### src/rtl/row_adc_ctrl_pkg.sv
// Shared definitions for the row ADC controller and the pixel controller.
// Holds the conversion state encoding and the default array geometry.
// No logic; constants and one width helper only.
package row_adc_ctrl_pkg;

    typedef enum logic [1:0] {
        IDLE    = 2'd0,
        RAMP    = 2'd1,
        READOUT = 2'd2,
        DONE    = 2'd3
    } adc_state_t;

    localparam int DEF_COLUMNS = 2;
    localparam int DEF_BITS    = 8;

    // Column index width; a single-column build still gets a 1-bit index.
    function automatic int col_width(input int n);
        return (n > 1) ? $clog2(n) : 1;
    endfunction

endpackage

### src/rtl/row_adc_ctrl_column_latch.sv
// Per-column single-slope capture: tripped flag plus the ramp code at first trip.
// Latency: capture lands at the edge ending the trip cycle; sample also forwards it same-cycle.
// Backpressure: none; clear/capture are driven by the controller FSM.
module column_latch #(
    parameter int BITS = 8
) (
    input  logic            clk,
    input  logic            reset,
    input  logic            clear,
    input  logic            capture,
    input  logic            cmp,
    input  logic [BITS-1:0] code,
    output logic [BITS-1:0] sample
);

    logic            tripped;
    logic [BITS-1:0] sample_q;
    logic            hit;

    // Only the first comparator assertion during a ramp counts.
    assign hit    = capture && !tripped && cmp;
    // Forward a capture happening this cycle so the controller can register
    // the final value on the same edge that ends the ramp.
    assign sample = hit ? code : sample_q;

    // Clear preloads the saturated code so an untripped column reads full scale.
    always_ff @(posedge clk) begin
        if (reset) begin
            tripped  <= 1'b0;
            sample_q <= '0;
        end else if (clear) begin
            tripped  <= 1'b0;
            sample_q <= '1;
        end else if (hit) begin
            tripped  <= 1'b1;
            sample_q <= code;
        end
    end

endmodule

### src/rtl/row_adc_ctrl.sv
// Row ADC controller: runs one 2**BITS-step ramp, latches per-column codes, reads them out.
// Latency: first out_valid 2**BITS+1 cycles after a fresh adc_enable request in IDLE.
// Backpressure: out_valid/out_ready handshake; column and data hold while out_ready is low.
module row_adc_ctrl
    import row_adc_ctrl_pkg::*;
#(
    parameter int COLUMNS = DEF_COLUMNS,
    parameter int BITS    = DEF_BITS
) (
    input  logic                           clk,
    input  logic                           reset,
    input  logic                           adc_enable,
    input  logic [COLUMNS-1:0]             cmp,
    output logic [BITS-1:0]                ramp_code,
    output logic                           ramp_active,
    output logic                           out_valid,
    input  logic                           out_ready,
    output logic [col_width(COLUMNS)-1:0]  out_column,
    output logic [BITS-1:0]                out_data,
    output logic                           done
);

    localparam int              CW       = col_width(COLUMNS);
    localparam logic [BITS-1:0] CODE_MAX = '1;
    localparam logic [CW-1:0]   LAST_COL = CW'(COLUMNS - 1);

    adc_state_t      state;
    logic            armed;
    logic            start;
    logic            lat_clear;
    logic            lat_capture;
    logic [CW-1:0]   next_col;
    logic [BITS-1:0] lat_sample [COLUMNS];

    // A request only counts once adc_enable has been seen low since the last
    // row or reset, so a level held high across done never re-triggers.
    assign start       = (state == IDLE) && adc_enable && armed;
    assign lat_clear   = start;
    assign lat_capture = (state == RAMP);
    assign next_col    = out_column + 1'b1;

    for (genvar i = 0; i < COLUMNS; i++) begin : g_col
        column_latch #(
            .BITS(BITS)
        ) u_latch (
            .clk     (clk),
            .reset   (reset),
            .clear   (lat_clear),
            .capture (lat_capture),
            .cmp     (cmp[i]),
            .code    (ramp_code),
            .sample  (lat_sample[i])
        );
    end

    // Conversion sequencer with all outputs registered.
    always_ff @(posedge clk) begin
        if (reset) begin
            state       <= IDLE;
            armed       <= 1'b0;
            ramp_code   <= '0;
            ramp_active <= 1'b0;
            out_valid   <= 1'b0;
            out_column  <= '0;
            out_data    <= '0;
            done        <= 1'b0;
        end else begin
            if (!adc_enable) begin
                armed <= 1'b1;
            end
            case (state)
                IDLE: begin
                    if (start) begin
                        state       <= RAMP;
                        armed       <= 1'b0;
                        ramp_code   <= '0;
                        ramp_active <= 1'b1;
                    end
                end
                RAMP: begin
                    if (!adc_enable) begin
                        state       <= IDLE;
                        ramp_code   <= '0;
                        ramp_active <= 1'b0;
                    end else if (ramp_code == CODE_MAX) begin
                        state       <= READOUT;
                        ramp_code   <= '0;
                        ramp_active <= 1'b0;
                        out_valid   <= 1'b1;
                        out_column  <= '0;
                        out_data    <= lat_sample[0];
                    end else begin
                        ramp_code <= ramp_code + 1'b1;
                    end
                end
                READOUT: begin
                    if (!adc_enable) begin
                        state      <= IDLE;
                        out_valid  <= 1'b0;
                        out_column <= '0;
                        out_data   <= '0;
                    end else if (out_ready) begin
                        if (out_column == LAST_COL) begin
                            state      <= DONE;
                            out_valid  <= 1'b0;
                            out_column <= '0;
                            out_data   <= '0;
                            done       <= 1'b1;
                        end else begin
                            out_column <= next_col;
                            out_data   <= lat_sample[next_col];
                        end
                    end
                end
                DONE: begin
                    if (!adc_enable) begin
                        state <= IDLE;
                        done  <= 1'b0;
                    end
                end
                default: begin
                    state <= IDLE;
                end
            endcase
        end
    end

endmodule

### config.mk
export PLATFORM = sky130hd
export DESIGN_NAME = row_adc_ctrl
export DESIGN_NICKNAME = d
export VERILOG_FILES = /design/src/rtl/row_adc_ctrl_pkg.sv /design/src/rtl/row_adc_ctrl_column_latch.sv /design/src/rtl/row_adc_ctrl.sv
export SDC_FILE = /design/constraint.sdc
export NUM_CORES = 1
export LEC_CHECK = 0
export ABC_AREA = 1
export BUFFER_PORTS_ARGS = -buffer_cell sky130_fd_sc_hd__buf_2
export CORE_MARGIN = 8
export CORE_UTILIZATION = 35
export CTS_CLUSTER_SIZE = 12
export DETAILED_ROUTE_END_ITERATION = 7
export MAX_ROUTING_LAYER = met4
export PLACE_DENSITY = 0.57
export SYNTH_ARGS = -nofsm -noshare
export SYNTH_HDL_FRONTEND = slang
export SYNTH_SLANG_ARGS = --single-unit
### constraint.sdc
create_clock -name clk -period 1.7 [get_ports clk]
set_input_delay 0.255 -clock clk [delete_from_list [all_inputs] [get_ports clk]]
set_output_delay 0.255 -clock clk [all_outputs]
set_load 0.005 [all_outputs]
---- Yosys cells after proc, flatten, opt, wreduce, memory -nomap -nowiden ----
Index checks and enable logic that the tools add are counted.
operators by class
  reductions and logical operators ........ 19
  eq/ne operators ......................... 14
  mux-type cells .......................... 48
  magnitude comparators ................... 1
  add/subtract/negate cells ............... 2
  bitwise logic cells ..................... 1
operator list
  operator                                                          count
  8-bit 2-to-1 mux                                                  15
  8-bit case mux with 2 select lines                                2
  1-bit 2-to-1 mux                                                  19
  5-bit AND reduction                                               3
  2-bit 2-to-1 mux                                                  7
  2-bit != test (second input constant)                             6
  3-bit != test (second input constant)                             3
  8-bit by 1-bit adder with 8-bit output (second input constant)    1
  8-bit == test (second input constant)                             1
  1-bit case mux with 2 select lines                                4
  2-bit case mux with 4 select lines                                1
  1-bit logical AND                                                 6
  2-bit nonzero test                                                3
  2-bit == test (second input constant)                             2
  4-bit AND reduction                                               1
  3-bit AND reduction                                               1
  2-bit by 1-bit == test with 1-bit output (second input constant)  1
  2-bit greater-or-equal comparator (second input constant)         1
  1-bit logical NOT                                                 2
  2-bit logical NOT                                                 1
  2-bit by 1-bit != test with 1-bit output (second input constant)  1
  1-bit inverter with 2-bit output                                  1
  2-bit AND reduction                                               1
  2-bit OR reduction                                                1
  1-bit adder (second input constant)                               1
word-level totals
  output and inout port bits .............. 20
  bits in registers ....................... 41
  word-level logic and storage cells ...... 97

---- Logic depth before layout (Yosys ltp) ----
  depth after elaboration ................. 11
  mapped depth ............................ 10

---- By module ----
From an unflattened synthesis, not the netlist that was laid out.
unflattened totals
  cells, all modules ...................... 355
  area total of the unflattened synthesis .. 2269.7 um^2
modules (own cells, without submodules)
  module        cells an instance  area each (um^2)  instances
  row_adc_ctrl  223                1376.3            1
  column_latch  66                 446.7             2

---- Worst setup path after synthesis ----
OpenSTA, ideal clock, no wires.
  path type ............................... register to register
  start ................................... register ramp_code[1]
  end ..................................... register out_data[6]
  buffers on the path ..................... 1
  cell stages (with the launch flop) ...... 11
  setup time .............................. 0.064 ns
  data required time ...................... 1.636 ns
  arrival time ............................ 1.374 ns
  path slack .............................. 0.262 ns
  cells stage by stage .................... dfxtp_1 > ha_1 > inv_1 > nor2_1 > nand3_1 > nand2_2 > nand2_2 > buf_6 > nand2_1 > nand2_1 > nor2_1
between the ends
  cells in the longest elaborated chain, start to end .. 3
ends and longest elaborated chain
  element                               RTL line             source
  start, declared                       row_adc_ctrl.sv:14   output logic [BITS-1:0] ramp_code,
  start signal, assigned                row_adc_ctrl.sv:93   ramp_code <= ramp_code + 1'b1;
  8-bit == test                         row_adc_ctrl.sv:85   end else if (ramp_code == CODE_MAX) begin
  2-bit != test (no source line)        n/a
  4-bit AND reduction (no source line)  n/a
  end signal, assigned                  row_adc_ctrl.sv:91   out_data <= lat_sample[0];
  end signal, assigned                  row_adc_ctrl.sv:111  out_data <= lat_sample[next_col];
  end, declared                         row_adc_ctrl.sv:19   output logic [BITS-1:0] out_data,
No other way between the ends.
A chain may end at the register's enable or synchronous reset.

---- Final worst setup path ----
  start ................................... register state[1]
  end ..................................... register ramp_code[2]
between the ends
  cells in the longest elaborated chain, start to end .. 5
  elaborated cells on any way between the ends .. 8
ends and longest elaborated chain
  element                                                    RTL line                                source
  start, declared                                            row_adc_ctrl.sv:27                      adc_state_t state;
  start signal, assigned                                     row_adc_ctrl.sv:59                      state <= IDLE;
  start signal, assigned                                     row_adc_ctrl.sv:74                      state <= RAMP;
  start signal, assigned                                     row_adc_ctrl.sv:82                      state <= IDLE;
  2-bit logical NOT                                          row_adc_ctrl.sv:37, row_adc_ctrl.sv:71
  1-bit logical AND (2 in series)                            row_adc_ctrl.sv:37                      assign start = (state == IDLE) && adc_enable && armed;
  2-bit by 1-bit != test with 1-bit output (no source line)  n/a
  2-bit AND reduction (no source line)                       n/a
Parallel ways exist; a longest one is shown, timed or not.

==> flow_summary.yaml <==
grt:
  first_global_vias: 1906
  grt_max_degree: 20
  track_usage: 0.1289
  grt_first_pass_wirelength_um: 8887
  overflow: 0
  antenna_found_initial: 0
floorplanning:
  std_cell_rows: 28
  die_area_sq_um: 8896
  core_sq_um: 5921
  pin_count: 26
  initial_core_util: 0.3626
  die_w_um: 94.32
  fp.dieH_um: 94.32
finish:
  fin_nets: 377
  fin_area_sq_um: 2449
  drive_gt1_frac: 0.1267
  area_delta_synth_final_pct: 14.04
  antennaDiodeCount: 0
  n_fill_cell: 682
detailed_routing:
  drtIter0Drc: 117
  wl_per_cell_um: 11.68
  ant_nets: 0
  drt-total-wl_um: 5211
  drt_pass1_iterations: 4
  dr_total_vias: 2056
  drc: 0
  viasPerCell: 4.610
hold_path:
  hold_path_class: "primary input to flop"
clock_network:
  htreeDepth: 2
  clk_pin_slew_ns: 0.08
  clk-insertion-delay-late_ns: 0.28
  cts_root_buffer: "clkbuf_8"
  clockBufferDepth: 2
  cts_inserted_buffers: 5
  clock_sinks: 41
  ctsHoldBuffers: 0
  tritoncts: "built"
worst_setup_path:
  cp-end-kind: "flop"
  crit_arrival_ns: 1.70
  cp_slowest_stage_delay_ns: 0.35
  path_common_cell: "nand2_1"
  cp_slowest_cell: "dfxtp_1"
  path_max_fanout: 5
  startpoint_type: "flop"
  cp_cell_sequence: "inv_1 > nand2_1 > nor2_1 > nand2_1 > nand2_1 > nand2_1 > nor3_1"
  worstSetupPathType: "flop to flop"
  regToRegSetupSlack_ns: 0.21
  path_delay_family: "simple AND/OR/NAND/NOR gates"
  path_buf_inv: 1
  crit_required_ns: 1.91
pwr:
  powerDensity_nw_per_um2: 1381
  finalPower_mw: 3.381
  vdd_drop_max_mv: 0.7107
  leakagePower_nw: 1.344
synth:
  synth_top_area_cell: "dfxtp_1"
  synth_cell_types: 25
  synth.top_cells.by_area: "dfxtp_1, nand2_1, inv_1, nor2_1, nand4_1"
  syn-cell-area_sq_um: 2147
  syn-num-nets: 351
  syn_inst: 344
  ys_seq_area_frac: 0.3823
  ys.warnings.count: 0
  avgSynthCellArea_sq_um: 6.241
  yosysTopAreaCellShare: 0.3823
  synth-seq-cells: 41
timing:
  slew_violations: 0
  skew_ns: 0.005833
  setup_viol: 0
  rsz0062_at_grt: "false"
  setup_ws_ns: 0.2055
  finalHoldViolCount: 0
  worstMarginPinSlew_ns: 0.2959
  fin_crit_sh: 0.8791
  fmax_mhz: 669.1
  tns_ns: 0
  max_slew_margin: 0.8015
  period_needed_ns: 1.494
run:
  cap_violations: 0
place:
  dp_hpwl_um: 3890
  dpl_cell_area_sq_um: 2359
  place_congestion: 0.8456
  place_ws_ns: 0.1313
  portBuffers: 25
outcome:
  outcome: "finished, final reports clean"
-- Yosys cell counts, drive strengths merged --
cell    count
nand2     122
buf         8
dfxtp      41
inv        60
a211oi      1
o21ai       6
clkbuf      3
nand4      19
nor2       36
clkinv      2
nand3      24
a21oi      14
ha          1
o21bai      1
o31ai       1
nor3        5
-- per-stage QoR --
| stage | hold WS, ns | instances | utilization |
|---|---|---|---|
| floorplan | 0.3241 | 344 | - |
| global route | 0.2178 | 446 | 0.4136 |
| detailed placement | 0.4536 | 438 | 0.3984 |
| finish | 0.2143 | 446 | 0.4136 |
| global placement | 0.4520 | 438 | 0.3984 |
| CTS | 0.2071 | 446 | 0.4119 |
-- repair_timing --
action	in CTS	in global routing
resized for setup	0	4
setup endpoints to repair	0	11
buffers inserted	0	0
-- per-layer routing --
metal	part of all wire	global-route usage
met3	0.043	0.03038
met1	0.49	0.1638
met4	0.0081	0.03170
met5	0	-
met2	0.46	0.1999
-- layout make-up --
| type | count | area, sq um | share of cell area |
|---|---|---|---|
| Clock buffer | 8 | 80.08 | 0.03270 |
| Sequential cell | 41 | 823.3 | 0.3362 |
| Multi-Input combinational cell | 230 | 1044 | 0.4262 |
| Inverter | 62 | 232.7 | 0.09504 |
| Tap cell | 75 | 93.84 | 0.03832 |
| Timing Repair Buffer | 30 | 175.2 | 0.07154 |
-- power breakdown --
group          switching, mW  internal [mW]  total, mW  leakage [nW]
Combinational          0.939          0.515       1.45         0.970
Clock                  0.318          0.292      0.610        0.0395
Sequential             0.114           1.20       1.32         0.335
-- flip-flops by register name, indices dropped and copies added (netlist names) --
name and cells:
g_col.u_latch.sample_q 16, out_data 8, ramp_code 8, g_col.u_latch.tripped 2, state 2, armed 1
done 1, out_column 1, out_valid 1, ramp_active 1
-- layout by cell type, fill, tap and decap left out, drive strengths merged --
cell,netlist,final
nand3,24,24
nor3,5,5
o31ai,1,1
clkinv,2,2
a21oi,14,14
a211oi,1,1
clkbuf,3,8
dfxtp,41,41
o21ai,6,6
buf,8,30
nand2,122,122
ha,1,1
nor2,36,36
o21bai,1,1
inv,60,60
nand4,19,19
-- final timing paths --
kind / start / to / depth (start not counted)
hold reg to reg: out_valid$_SDFFE_PP0P_ / out_valid$_SDFFE_PP0P_ / 2
setup reg to reg: state[1]$_SDFFE_PP0P_ / ramp_code[2]$_SDFFE_PP0P_ / 7
hold / removal: reset / ramp_code[1]$_SDFFE_PP0P_ / 2
setup / recovery: state[1]$_SDFFE_PP0P_ / ramp_code[2]$_SDFFE_PP0P_ / 7
-- logic make-up after synthesis --
kind of cell,Yosys count,share of synthesized area
compound gates,23,0.05886
fa+ha+maj,1,0.005827
buf+inv,73,0.1352
flops,41,0.3823
simple gates,206,0.4178
(Power assumes the default switching activity.)
